==> src/rtl/cpu_imem_if.sv <==
// Instruction-memory fetch handshake between the sequencer (master) and the ROM (slave).
interface cpu_imem_if #(
  parameter int unsigned PC_WIDTH = 8
);
  logic                req;
  logic [PC_WIDTH-1:0] addr;
  logic                ack;
  logic [15:0]         data;

  modport master (output req, output addr, input ack, input data);
  modport slave  (input req, input addr, output ack, output data);
endinterface

==> src/rtl/cpu_sequencer.sv <==
// Fetch/execute controller for the 16-bit-instruction datapath.
// Define CPU_SEQ_BRANCH_EN to implement JMP/JZ; otherwise they execute as NOPs.
module cpu_sequencer #(
  parameter int unsigned PC_WIDTH = 8
) (
  input  logic                clk,
  input  logic                rst_n,
  input  logic                run,
  cpu_imem_if.master          imem,
  output logic [15:0]         inst,
  output logic                reg_we,
  input  logic                alu_zero,
  output logic [PC_WIDTH-1:0] pc,
  output logic                busy,
  output logic                halted,
  output logic [15:0]         retired
);

  localparam logic [3:0] OP_CTRL   = 4'hE;
  localparam logic [3:0] SUB_HALT  = 4'h0;
`ifdef CPU_SEQ_BRANCH_EN
  localparam logic [3:0] SUB_JMP   = 4'h1;
  localparam logic [3:0] SUB_JZ    = 4'h2;
  localparam logic [3:0] OP_LDI    = 4'hF;
`endif

  typedef enum logic [1:0] {S_IDLE, S_FETCH, S_EXEC, S_HALT} state_e;

  state_e              state_q, state_d;
  logic [PC_WIDTH-1:0] pc_q, pc_d;
  logic [15:0]         inst_q, inst_d;
  logic [15:0]         retired_q, retired_d;
  logic [3:0]          op, subop;

  assign op    = inst_q[15:12];
  assign subop = inst_q[11:8];

`ifdef CPU_SEQ_BRANCH_EN
  logic                zero_q, zero_d;
  logic [PC_WIDTH-1:0] target;

  assign target = PC_WIDTH'(inst_q[7:0]);
`else
  logic unused_alu_zero;

  assign unused_alu_zero = alu_zero;
`endif

  // Next-state and datapath register updates
  always_comb begin
    state_d   = state_q;
    pc_d      = pc_q;
    inst_d    = inst_q;
    retired_d = retired_q;
`ifdef CPU_SEQ_BRANCH_EN
    zero_d    = zero_q;
`endif
    case (state_q)
      S_IDLE: begin
        if (run) state_d = S_FETCH;
      end
      S_FETCH: begin
        if (imem.ack) begin
          inst_d  = imem.data;
          state_d = S_EXEC;
        end
      end
      S_EXEC: begin
        retired_d = retired_q + 16'd1;
        pc_d      = pc_q + PC_WIDTH'(1);
        state_d   = run ? S_FETCH : S_IDLE;
        if (op == OP_CTRL) begin
          if (subop == SUB_HALT) begin
            pc_d    = pc_q;
            state_d = S_HALT;
          end
`ifdef CPU_SEQ_BRANCH_EN
          else if (subop == SUB_JMP || (subop == SUB_JZ && zero_q)) begin
            pc_d = target;
          end
        end else if (op != OP_LDI) begin
          zero_d = alu_zero;
`endif
        end
      end
      default: ;
    endcase
  end

  always_ff @(posedge clk or negedge rst_n) begin
    if (!rst_n) begin
      state_q   <= S_IDLE;
      pc_q      <= '0;
      inst_q    <= 16'h0000;
      retired_q <= 16'h0000;
`ifdef CPU_SEQ_BRANCH_EN
      zero_q    <= 1'b0;
`endif
    end else begin
      state_q   <= state_d;
      pc_q      <= pc_d;
      inst_q    <= inst_d;
      retired_q <= retired_d;
`ifdef CPU_SEQ_BRANCH_EN
      zero_q    <= zero_d;
`endif
    end
  end

  // Outputs decode directly from flops, so reset clears them without a clock edge
  assign imem.req  = (state_q == S_FETCH);
  assign imem.addr = pc_q;
  assign reg_we    = (state_q == S_EXEC) && (op != OP_CTRL);
  assign inst      = inst_q;
  assign pc        = pc_q;
  assign busy      = (state_q == S_FETCH) || (state_q == S_EXEC);
  assign halted    = (state_q == S_HALT);
  assign retired   = retired_q;

endmodule

==> src/flat_wrapper.sv <==
// flat-port wrapper written by rule: the top's interface ports become plain ports
module cpu_sequencer_flat 
#(
  parameter int unsigned PC_WIDTH = 8
)
  (clk, rst_n, run, inst, reg_we, alu_zero, pc, busy, halted, retired, imem_req, imem_addr, imem_ack, imem_data);
  cpu_imem_if #(.PC_WIDTH(PC_WIDTH)) imem_i ();
  input  logic clk;
  input  logic rst_n;
  input  logic run;
  output logic [15:0] inst;
  output logic reg_we;
  input  logic alu_zero;
  output logic [PC_WIDTH-1:0] pc;
  output logic busy;
  output logic halted;
  output logic [15:0] retired;
  output wire logic [$bits(imem_i.req)-1:0] imem_req;
  output wire logic [$bits(imem_i.addr)-1:0] imem_addr;
  input wire logic [$bits(imem_i.ack)-1:0] imem_ack;
  input wire logic [$bits(imem_i.data)-1:0] imem_data;
  assign imem_req = imem_i.req;
  assign imem_addr = imem_i.addr;
  assign imem_i.ack = imem_ack;
  assign imem_i.data = imem_data;
  cpu_sequencer #(.PC_WIDTH(PC_WIDTH)) u_core (.clk(clk), .rst_n(rst_n), .run(run), .imem(imem_i), .inst(inst), .reg_we(reg_we), .alu_zero(alu_zero), .pc(pc), .busy(busy), .halted(halted), .retired(retired));
endmodule
==> config.mk <==
export PLATFORM = sky130hd
export DESIGN_NAME = cpu_sequencer_flat
export DESIGN_NICKNAME = d
export VERILOG_FILES = /design/src/rtl/cpu_imem_if.sv /design/src/rtl/cpu_sequencer.sv /design/src/flat_wrapper.sv
export SDC_FILE = /design/constraint.sdc
export NUM_CORES = 1
export LEC_CHECK = 0
export ABC_CLOCK_PERIOD_IN_PS = 4090
export BUFFER_PORTS_ARGS = -buffer_cell sky130_fd_sc_hd__buf_2
export CAP_MARGIN = 20
export CELL_PAD_IN_SITES_DETAIL_PLACEMENT = 1
export CELL_PAD_IN_SITES_GLOBAL_PLACEMENT = 2
export CORE_MARGIN = 2
export CORE_UTILIZATION = 32
export CTS_BUF_LIST = sky130_fd_sc_hd__clkbuf_8 sky130_fd_sc_hd__clkbuf_16
export CTS_CLUSTER_DIAMETER = 120
export DETAILED_ROUTE_END_ITERATION = 10
export PLACE_DENSITY = 0.86
export SYNTH_ARGS = -nofsm -noshare
export SYNTH_HDL_FRONTEND = slang
export SYNTH_SLANG_ARGS = --single-unit
==> constraint.sdc <==
create_clock -name clk -period 4.09 [get_ports clk]
set_clock_uncertainty 0.15 [all_clocks]
set_input_delay 0.818 -clock clk [delete_from_list [all_inputs] [get_ports clk]]
set_output_delay 0.818 -clock clk [all_outputs]
set_load 0.02 [all_outputs]
# Yosys cells after proc, flatten, opt, wreduce, memory -nomap -nowiden
# Cells that the tools add are included.
# word_totals
register_bits,42
elab_cells,30
# classes
n_mux,8
reduce_logical,8
eq_ne,8
n_addsub,2
# ops
cell,n
$add 16x1->16 const B,1
$mux 8,2
$add 8x1->8 const B,1
$mux 2,4
$pmux 2 s3,1
$eq 2x2->1 const B,2
$eq 4x4->1 const B,1
$logic_not 4->1,1
$ne 2x2->1 const B,2
$ne 4x4->1 const B,1
$reduce_and 2->1,2
$reduce_and 3->1,1
$reduce_bool 3->1,1
$eq 2x1->1 const B,1
$logic_not 2->1,1
$ne 2x1->1 const B,1
$logic_and 1x1->1,1
$logic_or 1x1->1,1
$mux 1,1

# Logic depth before layout (Yosys ltp)
# Gate-level depths: netlist of the first run.
# depth
ltp_word,4
mapped_depth,7
ltp_nobuf,6

# Worst setup path after synthesis of the first run
# OpenSTA, ideal clock, no wires.
# synth_path
kind,reg2out
startpoint,"reg u_core.inst_q[12], in the netlist u_core.inst[12]"
endpoint,out reg_we
setup_slack_ns,2.043
path_buffers,0
t_arrival_ns,1.079
stages_incl_launch_ff,3
path_cell_list,dfrtp_1 -> nand4b_1 -> and2_1
# synth_via
elab_chain_len,2
# synth_lines
item,line,rtl
start: declaration,cpu_sequencer.sv:31,"logic [15:0] inst_q, inst_d;"
start signal: assignment,cpu_sequencer.sv:102,inst_q <= inst_d;
$ne 4x4->1,cpu_sequencer.sv:113,assign reg_we = (state_q == S_EXEC) && (op != OP_CTRL);
$logic_and 1x1->1,cpu_sequencer.sv:113,
end: declaration,flat_wrapper.sv:12,output logic reg_we;
# No other way between the ends.

# Worst setup path in the final report of the first run
# layout_path
startpoint,reg u_core.state_q[0]
endpoint,out reg_we
# layout_via
elab_chain_len,2
# layout_lines
item,line,rtl
start: declaration,cpu_sequencer.sv:29,"state_e state_q, state_d;"
start signal: assignment,cpu_sequencer.sv:100,state_q <= state_d;
$eq 2x2->1,cpu_sequencer.sv:113,
$logic_and 1x1->1,cpu_sequencer.sv:113,
# No other way between the ends.

==> results of run 1 <==
-- sequential cells by signal (all words and copies together), names as in the netlist --
signal	flops
u_core.inst	16
u_core.retired	16
u_core.imem.addr	8
u_core.state_q	2
-- cells in the final DEF (no fill, tap or decap), types with 4 or more instances in the layout --
cell	Yosys	final
xor2_1	10	10
ha_1	6	6
nand2_1	14	14
nand3_1	8	8
buf_2	1	71
mux2_2	17	17
dfrtp_1	42	42
clkbuf_8	0	6
xnor2_1	12	12
inv_1	3	4
nand4_1	5	5
nor2_1	6	6
-- area by class of cell --
| type | count | area share (%) |
|---|---|---|
| inverters | 3 | 0.470 |
| clock buffers | 6 | 3.45 |
| well taps | 75 | 3.92 |
| clock inverters | 2 | 0.366 |
| flip-flops and latches | 42 | 43.9 |
| multi-input cells | 102 | 33.1 |
| repair buffers | 71 | 14.8 |
-- logic make-up after synthesis --
group / after synthesis / synth area share [%]
buffers and inverters: 13 / 4.53
muxes: 19 / 11.2
AOI/OAI and AO/OA: 7 / 2.59
xor gates and xnor gates: 22 / 9.97
DFF: 42 / 54.4
adders and majority gates: 6 / 3.89
and+or+nand+nor: 48 / 13.4
-- synth_stat cells, drive strengths merged, types with 5 or more instances --
cell type | instances | area (um^2)
dfrtp | 42 | 1050
mux2 | 18 | 206
nand2 | 14 | 52.6
xnor2 | 12 | 105
buf | 10 | 76.3
xor2 | 10 | 87.6
nand3 | 8 | 40.0
nor2 | 7 | 33.8
ha | 6 | 75.1
nand4 | 5 | 31.3
-- power by group --
group / leakage (nW) / internal [mW] / switching [mW]
clock network: 0.0524 / 0.134 / 0.139
registers: 0.534 / 0.550 / 0.117
logic: 0.647 / 0.294 / 0.431
total: 1.23 / 0.979 / 0.688
-- routing by layer --
metal,GRT usage (%),routed length (um)
met1,15.4,1770
met3,3.63,293
met2,21.8,1950
met4,6.50,53
met5,0,0
-- worst max-delay path by stage --
stage                           start  endpoint  slack [ns]  cells past startpoint
floorplan             u_core.inst[12]    reg_we        2.04                      2
global placement    u_core.state_q[0]    reg_we        1.76                      4
detailed placement  u_core.state_q[0]    reg_we        1.75                      4
CTS                 u_core.state_q[0]    reg_we        1.41                      4
global route        u_core.state_q[0]    reg_we        1.35                      4
finish              u_core.state_q[0]    reg_we        1.47                      4
-- worst max-delay path, delay by kind of cell (launching register included) --
kind,cells,cell delay [ns]
buffers and inverters,2,0.27
adders and majority gates,1,0.49
and+or+nand+nor,1,0.20
DFF,1,0.41
-- per-stage QoR --
stage,cell area [um^2],instances,hold slack (ns),power (mW)
after floorplan,1930,157,0.348,1.19
after global placement,2300,293,0.305,1.39
after detailed placement,2300,293,0.318,1.42
after CTS,2400,301,0.334,1.70
after global routing,2400,301,0.358,1.79
final,2400,301,0.331,1.67
==> summary.json, run 1 <==
{
  "run_status": "completed",
  "cts_num_sinks": 42,
  "worst_setup_path_end_kind": "primary output",
  "synth_edf_count": 0,
  "relSlewSlack_pct": 37.4,
  "synth_ff_type": "dfrtp_1",
  "clk_root_buffer_cell": "clkbuf_8",
  "drt_first_pass_iters": 4,
  "drc": 0,
  "clkTransAtPathRegs_ns": 0.08,
  "setup.reg_to_reg.worst_slack_ns": 1.87,
  "worstSetupPathType": "reg2out",
  "wirelength_mm": 4.07,
  "worstSetupStartpointType": "flip-flop",
  "hold_path_cells": 1,
  "post_synth_num_cell_types": 31,
  "cp.arrival_ns": 1.65,
  "post_synth_inst_count": 157,
  "final-max-slew-violation-count": 0,
  "track_usage_pct": 13.0,
  "initial_antenna_violation_count": 0,
  "port_buffers": 71,
  "ff_latch_area_um2": 1050,
  "finalSetupTns_ns": 0,
  "detailroute.via_count": 1405,
  "hold_start": "u_core.retired[15]",
  "share_of_flip_flops_with_an_asynchronous_set_or_reset_pct": 100,
  "post_cts_resized": 0,
  "post-route-min-period_ns": 2.62,
  "grt_setup_unrepaired": "false",
  "p_leak_nw": 1.23,
  "grt_max_degree": 43,
  "syn_area_um2": 1930,
  "cts-hold-fix-buffers": 0,
  "fin_crit_sh_pct": 64.1,
  "finalCoreUtilization_pct": 40.7,
  "synth-seq-area-share_pct": 54.4,
  "setup_viol_count_final": 0,
  "cts.htree.levels": 2,
  "grt_pass1_wl_mm": 6.60,
  "place_congestion": 0.743,
  "timing.max_cap.violations": 0,
  "critPathRequiredTime_ns": 3.12,
  "fp.dieH_um": 81.7,
  "clockBufferDepth": 2,
  "rows": 28,
  "filler_cell_count": 681,
  "flow.area_growth_from_synthesis_pct": 24.0,
  "post_route_cells_drive_above_1_share_pct": 44.7,
  "min_path_type": "reg2reg",
  "drt.antenna.violating_nets": 0,
  "worst-slew-pin-transition_ns": 0.939,
  "routedWlPerCell_um": 13.5,
  "drt_first_iter_violations": 33,
  "postSynthRegisterBits": 42,
  "max_freq_mhz": 381,
  "average_cell_area_after_synthesis_um2": 12.3,
  "start_util_pct": 32.8,
  "insertion_delay_ns": 0.29,
  "multi_input_area_um2": 793,
  "postCtsSetupBuffers": 0,
  "power_density_of_the_placed_cells_nw_per_um2": 695,
  "design.die.area_um2": 6670,
  "max-vdd-ir-drop_mv": 0.301,
  "path_max_fanout": 12,
  "total_i_o_pin_count": 73,
  "nNetsFinal": 252,
  "overflow_after_grt": 0,
  "min_to": "u_core.retired[15]",
  "cells_along_the_critical_path": "inv_1 -> ha_1 -> and2_1 -> buf_2",
  "tritoncts": "built",
  "worstRegToRegCells": 6,
  "cpMaxStageDelayCell": "ha_1",
  "drt-vias-per-instance": 4.67,
  "fin_ws_ns": 1.47,
  "mappedNetlistNets": 184,
  "post-dp-hpwl_mm": 3.05,
  "first_global_vias": 1487,
  "reg2reg_from": "u_core.state_q[0]",
  "numCtsBuffers": 5,
  "number_of_antenna_cells_inserted": 0,
  "fp.dieW_um": 81.7,
  "placement.setup.worst_slack_ns": 1.75,
  "core_area_um2": 5890,
  "crit_path_max_incr_delay_ns": 0.49,
  "timing.final.hold_violations": 0,
  "crit-reg2reg-capture": "u_core.retired[15]",
  "yosys_warnings": 0
}
Power figures use the tool's default switching activity.
==> inputs of run 2 (changes only) <==
Settings changed: ABC_CLOCK_PERIOD_IN_PS 4090 to 2400, CORE_UTILIZATION 32 to 27, PLACE_DENSITY 0.86 to 0.77.
Clock period 4.09 ns to 2.4 ns, I/O delays scaled along.
==> summary.json, run 2 (synthesized netlist as in run 1, its figures left out) <==
{
  "cts_num_sinks": {"value": 42, "change": "unchanged"},
  "min_to": {"value": "u_core.inst[6]", "change": "was u_core.retired[15]"},
  "finalSetupTns": {"value": 0, "unit": "ns", "change": "unchanged"},
  "place_congestion": {"value": 0.766, "change": "was 0.743"},
  "number_of_antenna_cells_inserted": {"value": 0, "change": "unchanged"},
  "fp.dieW": {"value": 88.6, "unit": "um", "change": "was 81.7 um"},
  "post_cts_resized": {"value": 0, "change": "unchanged"},
  "clockBufferDepth": {"value": 2, "change": "unchanged"},
  "port_buffers": {"value": 71, "change": "unchanged"},
  "power_density_of_the_placed_cells": {"value": 1160, "unit": "nW/um^2", "change": "was 695 nW/um^2"},
  "final-max-slew-violation-count": {"value": 0, "change": "unchanged"},
  "core_area": {"value": 6870, "unit": "um^2", "change": "was 5890 um^2"},
  "p_seq_share": {"value": 39.8, "unit": "%", "change": "was 40.1%"},
  "worstRegToRegCells": {"value": 6, "change": "unchanged"},
  "switching_power_as_a_share_of_total_power": {"value": 41.3, "unit": "%", "change": "about the same"},
  "grt_max_degree": {"value": 32, "change": "was 43"},
  "clk_root_buffer_cell": {"value": "clkbuf_8", "change": "unchanged"},
  "fp.dieH": {"value": 88.6, "unit": "um", "change": "was 81.7 um"},
  "insertion_delay": {"value": 0.29, "unit": "ns", "change": "about the same"},
  "p_leak": {"value": 1.25, "unit": "nW", "change": "was 1.23 nW"},
  "reg2reg_from": {"value": "u_core.state_q[0]", "change": "unchanged"},
  "min_path_type": {"value": "in2reg", "change": "was reg2reg"},
  "drt_first_iter_violations": {"value": 26, "change": "was 33"},
  "critPathRequiredTime": {"value": 1.77, "unit": "ns", "change": "was 3.12 ns"},
  "net-switching-power": {"value": 1.18, "unit": "mW", "change": "was 0.688 mW"},
  "clkTransAtPathRegs": {"value": 0.08, "unit": "ns", "change": "about the same"},
  "finalHoldWorstSlack": {"value": 0.260, "unit": "ns", "change": "was 0.331 ns"},
  "post-route-min-period_ns": 2.13,
  "nNetsFinal": {"value": 256, "change": "was 252"},
  "tritoncts": {"value": "built", "change": "unchanged"},
  "drt_first_pass_iters": {"value": 4, "change": "unchanged"},
  "drt.antenna.violating_nets": {"value": 0, "change": "unchanged"},
  "layout_commonest_cell": {"value": "buf_2", "change": "unchanged"},
  "detailroute.via_count": {"value": 1424, "change": "was 1405"},
  "cp.arrival": {"value": 1.50, "unit": "ns", "change": "was 1.65 ns"},
  "fin_crit_sh_pct": 88.9,
  "final_area": {"value": 2450, "unit": "um^2", "change": "was 2400 um^2"},
  "leading_cell_types_in_the_layout_fill_and_taps_excluded": {"value": "buf_2 (71), dfrtp_1 (42), mux2_2 (17)", "change": "unchanged"},
  "design.die.area": {"value": 7850, "unit": "um^2", "change": "was 6670 um^2"},
  "routedWlPerCell": {"value": 13.2, "unit": "um", "change": "was 13.5 um"},
  "rows": {"value": 30, "change": "was 28"},
  "first_global_vias": {"value": 1509, "change": "was 1487"},
  "grt_pass1_wl": {"value": 7.15, "unit": "mm", "change": "was 6.60 mm"},
  "worst_path_dominant_cell_family": {"value": "buffers and inverters", "change": "was adder cells"},
  "intPower": {"value": 1.68, "unit": "mW", "change": "was 0.979 mW"},
  "post_route_cells_drive_above_1_share": {"value": 45.2, "unit": "%", "change": "was 44.7%"},
  "cells_along_the_critical_path": {"value": "inv_1 -> ha_1 -> buf_4 -> and2_1 -> buf_2", "change": "was inv_1 -> ha_1 -> and2_1 -> buf_2"},
  "share_clk_of_total_power": {"value": 16.3, "unit": "%", "change": "was 16.4%"},
  "hold_start": {"value": "imem_data[6]", "change": "was u_core.retired[15]"},
  "worstSetupPathType": {"value": "reg2out", "change": "unchanged"},
  "setup_viol_count_final": {"value": 0, "change": "unchanged"},
  "timing.max_cap.violations": {"value": 0, "change": "unchanged"},
  "crit_path_max_incr_delay": {"value": 0.40, "unit": "ns", "change": "was 0.49 ns"},
  "flow.area_growth_from_synthesis": {"value": 27.1, "unit": "%", "change": "was 24.0%"},
  "wirelength": {"value": 4.31, "unit": "mm", "change": "was 4.07 mm"},
  "start_util": {"value": 28.1, "unit": "%", "change": "was 32.8%"},
  "cpMaxStageDelayCell": {"value": "dfrtp_1", "change": "was ha_1"},
  "cp_bufs_invs": {"value": 3, "change": "was 2"},
  "grt_setup_unrepaired": {"value": "false", "change": "unchanged"},
  "path_max_fanout": {"value": 10, "change": "was 12"},
  "drc": {"value": 0, "change": "unchanged"},
  "timing.final.hold_violations": {"value": 0, "change": "unchanged"},
  "worstSetupStartpointType": {"value": "flip-flop", "change": "unchanged"},
  "hold_path_cells": {"value": 2, "change": "was 1"},
  "worst_setup_path_end_kind": {"value": "primary output", "change": "unchanged"},
  "initial_antenna_violation_count": {"value": 0, "change": "unchanged"},
  "post-dp-hpwl": {"value": 3.28, "unit": "mm", "change": "was 3.05 mm"},
  "run_status": {"value": "completed", "change": "unchanged"},
  "total_i_o_pin_count": {"value": 73, "change": "unchanged"},
  "track_usage": {"value": 12.0, "unit": "%", "change": "was 13.0%"},
  "filler_cell_count": {"value": 803, "change": "was 681"},
  "worst-slew-pin-transition": {"value": 0.405, "unit": "ns", "change": "was 0.939 ns"},
  "postPlaceCellArea": {"value": 2350, "unit": "um^2", "change": "was 2300 um^2"},
  "drt-vias-per-instance": {"value": 4.37, "change": "was 4.67"},
  "setup.reg_to_reg.worst_slack": {"value": 0.57, "unit": "ns", "change": "was 1.87 ns"},
  "overflow_after_grt": {"value": 0, "change": "unchanged"},
  "relSlewSlack": {"value": 72.7, "unit": "%", "change": "was 37.4%"},
  "numCtsBuffers": {"value": 5, "change": "unchanged"},
  "max-vdd-ir-drop": {"value": 0.517, "unit": "mV", "change": "was 0.301 mV"},
  "comb_power_share": {"value": 43.9, "unit": "%", "change": "was 43.5%"},
  "max_freq_mhz": 469,
  "cts.htree.levels": {"value": 2, "change": "unchanged"},
  "crit-reg2reg-capture": {"value": "u_core.retired[15]", "change": "unchanged"}
}
-- run 2: changes by cell type in the layout (fill, tap and decap cells not counted) --
cell,delta
dlygate4sd3_1,+1
buf_4,+3
-- run 2: through the flow --
| stage | worst slack (ns) | power (mW) | util, % | instances |
|---|---|---|---|---|
| floorplan | 0.584 | 2.03 | - | 157 |
| global placement | 0.565 | 2.40 | 34.3 | 317 |
| detailed placement | 0.545 | 2.44 | 34.3 | 317 |
| CTS | 0.224 | 2.92 | 35.7 | 326 |
| global route | 0.153 | 3.09 | 35.7 | 326 |
| finish | 0.267 | 2.86 | 35.7 | 326 |
-- run 2: cell type report --
type	count	area, um^2	share of cell area, %
tap	96	120	4.89
multi-input combinational	102	793	32.3
clock inverter	2	8.76	0.357
inverter	3	11.3	0.459
clock buffer	6	82.6	3.36
timing repair buffer	75	388	15.8
sequential	42	1050	42.8
-- run 2: worst max path at each step --
stage / startpoint / end / slack (ns) / depth (start not counted)
finish: u_core.state_q[0] / reg_we / 0.27 / 5
global placement: u_core.state_q[0] / u_core.retired[15] / 0.56 / 6
detailed placement: u_core.state_q[0] / u_core.retired[13] / 0.54 / 6
CTS: u_core.state_q[0] / reg_we / 0.22 / 5
floorplan: u_core.state_q[1] / u_core.inst[10] / 0.58 / 5
global route: u_core.state_q[0] / reg_we / 0.15 / 5
-- run 2: power by group through the flow --
stage	Sequential [mW]	Combinational [mW]	Clock [mW]
after floorplan	1.39	0.643	0
after global placement	1.15	1.25	0
after detailed placement	1.16	1.28	0
after CTS	1.15	1.28	0.493
after global routing	1.18	1.39	0.526
final	1.14	1.25	0.466
-- run 2: timing repair --
action                     4_1_cts  5_1_grt
setup endpoints to repair        0        0
hold buffers                     1        0
buffers inserted                 0        0
hold endpoints to repair        11        0
-- run 2: layer usage --
layer | global-route usage, % | wire length (um)
met1 | 14.9 | 1910
met2 | 18.9 | 2000
met3 | 4.29 | 321
met4 | 4.96 | 75
met5 | 0 | 0
